## config.mk

```make
export PLATFORM = sky130hd
export DESIGN_NAME = vga_timing_gen
export DESIGN_NICKNAME = d
export VERILOG_FILES = /design/src/rtl/vga_timing_pkg.sv /design/src/rtl/vga_delay_line.sv /design/src/rtl/vga_timing_gen.sv
export SDC_FILE = /design/constraint.sdc
export NUM_CORES = 1
export LEC_CHECK = 0
export CORE_UTILIZATION = 45
export DETAILED_ROUTE_END_ITERATION = 10
export HOLD_SLACK_MARGIN = 0.02
export PLACE_DENSITY = 0.79
export SLEW_MARGIN = 40
export SYNTH_ARGS = -nofsm -noshare
export SYNTH_HDL_FRONTEND = slang
export SYNTH_SLANG_ARGS = --single-unit
```

## constraint.sdc

```tcl
create_clock -name clk -period 2 [get_ports clk]
set_clock_uncertainty 0.15 [all_clocks]
set_input_delay 0.4 -clock clk [delete_from_list [all_inputs] [get_ports clk]]
set_output_delay 0.4 -clock clk [all_outputs]
set_load 0.03 [all_outputs]
```

## src/rtl/vga_timing_pkg.sv

```systemverilog
// vga_timing_pkg: default 640x480@60 timing constants and a constant-safe clog2
package vga_timing_pkg;
  localparam int DEF_H_DISP = 640;
  localparam int DEF_H_FP   = 16;
  localparam int DEF_H_SYNC = 96;
  localparam int DEF_H_BP   = 48;
  localparam int DEF_V_DISP = 480;
  localparam int DEF_V_FP   = 10;
  localparam int DEF_V_SYNC = 2;
  localparam int DEF_V_BP   = 33;
  localparam int DEF_DIV    = 4;
  localparam int DEF_DELAY  = 1;
  function automatic int clog2(input int n);
    int r;
    r = 0;
    while ((1 << r) < n) r++;
    return r;
  endfunction
endpackage

```

## src/rtl/vga_delay_line.sv

```systemverilog
// vga_delay_line: DELAY-stage shift register (i_d -> o_q) with async active-low reset to RST_VAL
module vga_delay_line #(
  parameter int W = 1,
  parameter int DELAY = 1,
  parameter logic [W-1:0] RST_VAL = '0
) (
  input  logic         clk,
  input  logic         reset_n,
  input  logic [W-1:0] i_d,
  output logic [W-1:0] o_q
);
  logic [W-1:0] r_pipe [DELAY];
  always_ff @(posedge clk or negedge reset_n)
    if (!reset_n) begin
      for (int i = 0; i < DELAY; i++) r_pipe[i] <= RST_VAL;
    end else begin
      r_pipe[0] <= i_d;
      for (int i = 1; i < DELAY; i++) r_pipe[i] <= r_pipe[i-1];
    end
  assign o_q = r_pipe[DELAY-1];
endmodule

```

## src/rtl/vga_timing_gen.sv

```systemverilog
// vga_timing_gen: VESA-style timing generator; in clk/reset_n/en, out p_tick/hsync/vsync/video_on/line_start/frame_start/x/y
module vga_timing_gen
  import vga_timing_pkg::*;
#(
  parameter int H_DISP = DEF_H_DISP,
  parameter int H_FP   = DEF_H_FP,
  parameter int H_SYNC = DEF_H_SYNC,
  parameter int H_BP   = DEF_H_BP,
  parameter int V_DISP = DEF_V_DISP,
  parameter int V_FP   = DEF_V_FP,
  parameter int V_SYNC = DEF_V_SYNC,
  parameter int V_BP   = DEF_V_BP,
  parameter int DIV    = DEF_DIV,
  parameter int HS_POL = 0,
  parameter int VS_POL = 0,
  parameter int DELAY  = DEF_DELAY,
  localparam int H_TOTAL = H_DISP + H_FP + H_SYNC + H_BP,
  localparam int V_TOTAL = V_DISP + V_FP + V_SYNC + V_BP,
  localparam int XW = clog2(H_TOTAL),
  localparam int YW = clog2(V_TOTAL)
) (
  input  logic          clk,
  input  logic          reset_n,
  input  logic          en,
  output logic          p_tick,
  output logic          hsync,
  output logic          vsync,
  output logic          video_on,
  output logic          line_start,
  output logic          frame_start,
  output logic [XW-1:0] x,
  output logic [YW-1:0] y
);
  localparam int DW = DIV > 1 ? clog2(DIV) : 1;
  localparam int W = 6 + XW + YW;
  localparam logic [DW-1:0] DIV_LAST = DW'(DIV - 1);
  localparam logic [XW-1:0] H_LAST = XW'(H_TOTAL - 1);
  localparam logic [XW-1:0] H_ACT = XW'(H_DISP);
  localparam logic [XW-1:0] HS_LO = XW'(H_DISP + H_FP);
  localparam logic [XW-1:0] HS_HI = XW'(H_DISP + H_FP + H_SYNC - 1);
  localparam logic [YW-1:0] V_LAST = YW'(V_TOTAL - 1);
  localparam logic [YW-1:0] V_ACT = YW'(V_DISP);
  localparam logic [YW-1:0] VS_LO = YW'(V_DISP + V_FP);
  localparam logic [YW-1:0] VS_HI = YW'(V_DISP + V_FP + V_SYNC - 1);
  localparam logic HS_ON = (HS_POL != 0);
  localparam logic VS_ON = (VS_POL != 0);
  localparam logic [W-1:0] RST_VAL = {1'b0, !HS_ON, !VS_ON, 3'b000, {XW{1'b0}}, {YW{1'b0}}};
  logic [DW-1:0] r_div;
  logic [XW-1:0] r_h;
  logic [YW-1:0] r_v;
  logic w_tick, w_h_end, w_v_end, w_hsync, w_vsync, w_video_on, w_line_start, w_frame_start;
  logic [W-1:0] w_bundle, w_out;
  always_comb begin
    w_tick = en && r_div == '0;
    w_h_end = r_h == H_LAST;
    w_v_end = r_v == V_LAST;
    w_hsync = (r_h >= HS_LO && r_h <= HS_HI) ? HS_ON : !HS_ON;
    w_vsync = (r_v >= VS_LO && r_v <= VS_HI) ? VS_ON : !VS_ON;
    w_video_on = r_h < H_ACT && r_v < V_ACT;
    w_line_start = w_tick && r_h == '0;
    w_frame_start = w_line_start && r_v == '0;
    w_bundle = {w_tick, w_hsync, w_vsync, w_video_on, w_line_start, w_frame_start, r_h, r_v};
  end
  always_ff @(posedge clk or negedge reset_n)
    if (!reset_n) begin
      r_div <= '0;
      r_h <= '0;
      r_v <= '0;
    end else if (en) begin
      r_div <= (r_div == DIV_LAST) ? '0 : r_div + 1'b1;
      if (w_tick) begin
        r_h <= w_h_end ? '0 : r_h + 1'b1;
        if (w_h_end) r_v <= w_v_end ? '0 : r_v + 1'b1;
      end
    end
  vga_delay_line #(.W(W), .DELAY(DELAY), .RST_VAL(RST_VAL)) u_dly (
    .clk(clk),
    .reset_n(reset_n),
    .i_d(w_bundle),
    .o_q(w_out)
  );
  assign {p_tick, hsync, vsync, video_on, line_start, frame_start, x, y} = w_out;
endmodule

```

After elaboration in Yosys (flattened, before gate mapping)
Cells that the tools add are included.
W data, S select, Z words.
{"block": "op_classes", "n_mux": 5, "magnitude_cmp": 6, "eq_ne": 3, "reduce_logical": 11, "add_sub_neg": 3}
{"operator": "$add A10 B1 Y10 const B", "n": 2}
{"operator": "$eq A10 B10 Y1 const B", "n": 2}
{"operator": "$logic_not A10 Y1", "n": 2}
{"operator": "$mux W10", "n": 2}
{"operator": "$ge A10 B10 Y1 const B", "n": 1}
{"operator": "$ge A10 B9 Y1 const B", "n": 1}
{"operator": "$le A10 B10 Y1 const B", "n": 1}
{"operator": "$le A10 B9 Y1 const B", "n": 1}
{"operator": "$lt A10 B10 Y1 const B", "n": 1}
{"operator": "$lt A10 B9 Y1 const B", "n": 1}
{"operator": "$logic_and A1 B1 Y1", "n": 6}
{"operator": "$reduce_and A3 Y1", "n": 1}
{"operator": "$add A2 B1 Y2 const B", "n": 1}
{"operator": "$eq A2 B2 Y1 const B", "n": 1}
{"operator": "$logic_not A2 Y1", "n": 1}
{"operator": "$mux W1", "n": 2}
{"operator": "$mux W2", "n": 1}
{"operator": "$reduce_and A2 Y1", "n": 1}
{"block": "totals", "out_inout_bits": 26, "register_bits": 48}

Depth between registers and ports, before layout
{"block": "depth", "ltp_word": 4, "mapped_depth": 8, "mapped_depth_nobuf": 6}

Modules after synthesis
Synthesis repeated with hierarchy kept, for this count alone.
{"block": "unflattened", "cells_unflattened": 164, "area_unflattened_um2": 1908.1}
{"mod": "vga_timing_gen", "cells_per_inst": 138, "area_each_um2": 1255.0, "seq_area_each_um2": 550.5, "instances": 1}
{"mod": "vga_delay_line", "cells_per_inst": 26, "area_each_um2": 653.1, "seq_area_each_um2": 653.1, "instances": 1}

Least setup slack after synthesis
OpenSTA, ideal clock, no wires.
{"block": "synth_path", "kind": "register to register", "start": "reg r_div[0]", "end": "reg r_v[6]", "slack_ps": 182, "required_time_ps": 1723, "setup_time_ps": 127, "stages_incl_launch_ff": 8, "synth_period_minus_slack_ps": 1818, "arrival_ps": 1540, "path_buffers": 1, "path_cell_list": "dfrtp_1 -> inv_1 -> ha_1 -> and4_1 -> buf_2 -> and4_4 -> nand4_1 -> mux2_1"}
{"block": "synth_via", "elab_chain_len": 3}
{"element": "start: declaration", "line_no": "vga_timing_gen.sv:48", "source": "logic [DW-1:0] r_div;"}
{"element": "start signal: assignment", "line_no": "vga_timing_gen.sv:70", "source": "r_div <= (r_div == DIV_LAST) ? '0 : r_div + 1'b1;"}
{"element": "$logic_not A2 Y1", "line_no": "vga_timing_gen.sv:54", "source": "w_tick = en && r_div == '0;"}
{"element": "$logic_and A1 B1 Y1", "line_no": "vga_timing_gen.sv:54"}
{"element": "$reduce_and A3 Y1 (no source line)"}
{"element": "end signal: assignment", "line_no": "vga_timing_gen.sv:73", "source": "if (w_h_end) r_v <= w_v_end ? '0 : r_v + 1'b1;"}
{"element": "end: declaration", "line_no": "vga_timing_gen.sv:50", "source": "logic [YW-1:0] r_v;"}
No other way between the ends.
A chain may end at the register's enable or synchronous reset.

Worst setup path in the final report
{"block": "layout_path", "start": "reg r_h[6]", "end": "reg r_v[6]"}
{"block": "layout_via", "elab_chain_len": 2}
{"element": "start: declaration", "line_no": "vga_timing_gen.sv:49", "source": "logic [XW-1:0] r_h;"}
{"element": "start signal: assignment", "line_no": "vga_timing_gen.sv:72", "source": "r_h <= w_h_end ? '0 : r_h + 1'b1;"}
{"element": "$eq A10 B10 Y1", "line_no": "vga_timing_gen.sv:55", "source": "w_h_end = r_h == H_LAST;"}
{"element": "$reduce_and A3 Y1 (no source line)"}
No other way between the ends.

==> impl_metrics.json <==
{
  "crit_path_end_kind": "register",
  "fp.dieH_um": 67.4,
  "drv_cap": 0,
  "async_reset_ff_share_pct": 100,
  "synth_cells": 152,
  "first_pass_iters": 4,
  "viasPerCell": 5.38,
  "htree_levels": 2,
  "fmax_ghz": 0.524,
  "yosys_register_bits": 48,
  "fp-row-count": 23,
  "grt_max_degree": 32,
  "power.density_nw_per_um2": 979,
  "setup_viol": 0,
  "ys_types": 38,
  "tightest_slew_ns": 0.418,
  "design.core.area_um2": 4060,
  "slew_headroom_pct": 72.1,
  "grt_first_pass_wirelength_um": 6010,
  "r2r_cells": 4,
  "drc": 0,
  "ant_nets": 0,
  "drtIter0Drc": 85,
  "holdPathStages": 0,
  "layout_common_cells": "45 x dfrtp_1, 25 x clkdlybuf4s50_1, 13 x buf_4, 9 x nand2_1, 9 x nand4_1",
  "final_common_cell": "dfrtp_1",
  "synth_seq_area_share_pct": 62.6,
  "rr_endpoint": "r_v[6]",
  "startpoint_type": "register",
  "clk_latency_ns": 0.29,
  "worstSetupPathType": "reg -> reg",
  "ys.flop_type": "dfrtp_1",
  "grt_pass1_vias": 1321,
  "antenna-diode-count": 0,
  "cp-startpoint": "r_h[6]",
  "finalInstanceArea_um2": 2490,
  "fin_crit_sh_pct": 95.5,
  "hp-class": "reg -> reg",
  "path_clk_slew_ns": 0.08,
  "status": "completed",
  "synth_area_um2": 1920,
  "cp-endpoint": "r_v[6]",
  "clock_path_buffers": 2,
  "yosysWarnings": 0,
  "r2r_start": "r_h[6]",
  "area_growth_syn_to_layout_pct": 29.5,
  "setup-tns-final_ns": 0,
  "fillers": 285,
  "place.gp.congestion": 0.893,
  "period_needed_ns": 1.91,
  "place_hpwl_um": 2600,
  "antenna_found_initial": 0,
  "hold_viol": 0,
  "cts.sink_count": 48,
  "drive_above_1_share_pct": 15.6,
  "crit_fanout": 5,
  "grt_overflow_total": 0,
  "final_net_count": 208,
  "synth_nets": 162,
  "num_vias": 1340,
  "syn_avg_cell_area_um2": 12.7,
  "p_leak_nw": 1.16,
  "r2r_slack_ns": 0.09,
  "dpl_cell_area_um2": 2350,
  "totalWireLength_um": 3570,
  "port-buffer-count": 28,
  "ioPinCount": 29,
  "wl_per_cell_um": 14.3,
  "cts_buffers": 5,
  "die_x_um": 67.4,
  "crit_required_ns": 2.03,
  "slew_violations": 0,
  "synth_edf_count": 0,
  "root_buffer": "clkbuf_8",
  "start_util_pct": 47.4,
  "ir_worst_vdd_mv": 0.711,
  "die_area_um2": 4540,
  "rsz0062_at_grt": "false",
  "grt_usage_pct": 18.1,
  "cts_tree": "done",
  "critPathArrivalTime_ns": 1.94
}
[report_power, final]
part | leakage [nW] | internal [mW] | total [mW] | switching, mW
Combinational | 0.466 | 0.235 | 0.542 | 0.307
Clock | 0.0614 | 0.409 | 0.714 | 0.305
Sequential | 0.628 | 1.10 | 1.18 | 0.0885
[cell usage after synthesis, types with 2 or more instances]
library cell  instances  area share [%]
nor3_1                5             1.3
nor4b_1               2            0.91
nor2_1                8             1.6
xnor2_1               5             2.3
nand4_1               9             2.9
nand2_1               9             1.8
o21ai_0               8             2.1
buf_2                 2            0.52
xor2_1                5             2.3
and4_1                5             2.3
clkbuf_1              2            0.39
inv_1                 6             1.2
nand3_1               3            0.78
and2_1                2            0.65
o211ai_1              2            0.78
ha_1                  7             4.6
dfstp_2               2             2.7
and3_1                5             1.6
dfrtp_1              46              60
[critical path, cell delays in order (launching register included)]
cell and delay (ns):
dfrtp_1 0.46, nor4b_4 0.41, and4_4 0.31, nand4_1 0.13, mux2_1 0.33
[final cells by class]
type | count | area (µm²) | share of cell area (%)
Multi-Input combinational cell | 94 | 679 | 27.3
Sequential cell | 48 | 1200 | 48.4
Clock buffer | 6 | 82.6 | 3.31
Timing Repair Buffer | 43 | 400 | 16.1
Inverter | 6 | 22.5 | 0.904
Tap cell | 50 | 62.6 | 2.51
Clock inverter | 2 | 38.8 | 1.56
[metal layers]
metal / vias to the layer above / global-route usage [%] / share of wire [%]
li1: 635 / - / -
met3: 6 / 4.05 / 4.3
met5: - / 0 / 0
met2: 39 / 29.9 / 50
met1: 660 / 22.5 / 44
met4: 0 / 8.24 / 1.4
[what timing repair did]
action / 4_1_cts / 5_1_grt
gates resized for setup: 2 / 1
buffers inserted: 0 / 2
hold endpoints to repair: 16 / 0
setup endpoints to repair: 2 / 1
pin swaps: 0 / 1
hold buffers: 1 / 0
[state kept, by name (all words and copies together) (netlist names)]
register   cells
u_dly.o_q     26
r_h           10
r_v           10
r_div          2
[worst min-delay path by stage]
| stage | from | endpoint |
|---|---|---|
| global route | r_v[0] | u_dly.o_q[0] |
| finish | r_v[0] | u_dly.o_q[0] |
| global placement | reset_n | u_dly.o_q[25] |
| CTS | r_v[0] | u_dly.o_q[0] |
| detailed placement | reset_n | u_dly.o_q[25] |
| floorplan | reset_n | r_div[0] |
[cell families after synthesis]
| group | share of synthesized area, % |
|---|---|
| and+or+nand+nor | 18.9 |
| DFF | 62.6 |
| AOI/OAI and AO/OA | 5.66 |
| xor gates and xnor gates | 4.55 |
| buffers and inverters | 2.08 |
| adders and majority gates | 4.55 |
| muxes | 1.69 |
[per-stage QoR]
stage	hold WS, ns	instances	total power [mW]	utilization (%)	worst slack, ns
after global placement	0.203	238	1.71	57.8	-0.123
after CTS	0.292	247	2.46	61.0	0.0896
after floorplan	-0.0456	152	1.48	-	0.182
final	0.288	249	2.44	61.4	0.0899
after detailed placement	0.209	238	1.74	57.8	-0.187
after global routing	0.315	249	2.56	61.4	0.00711
No activity file was read; power rests on OpenSTA's default activity.
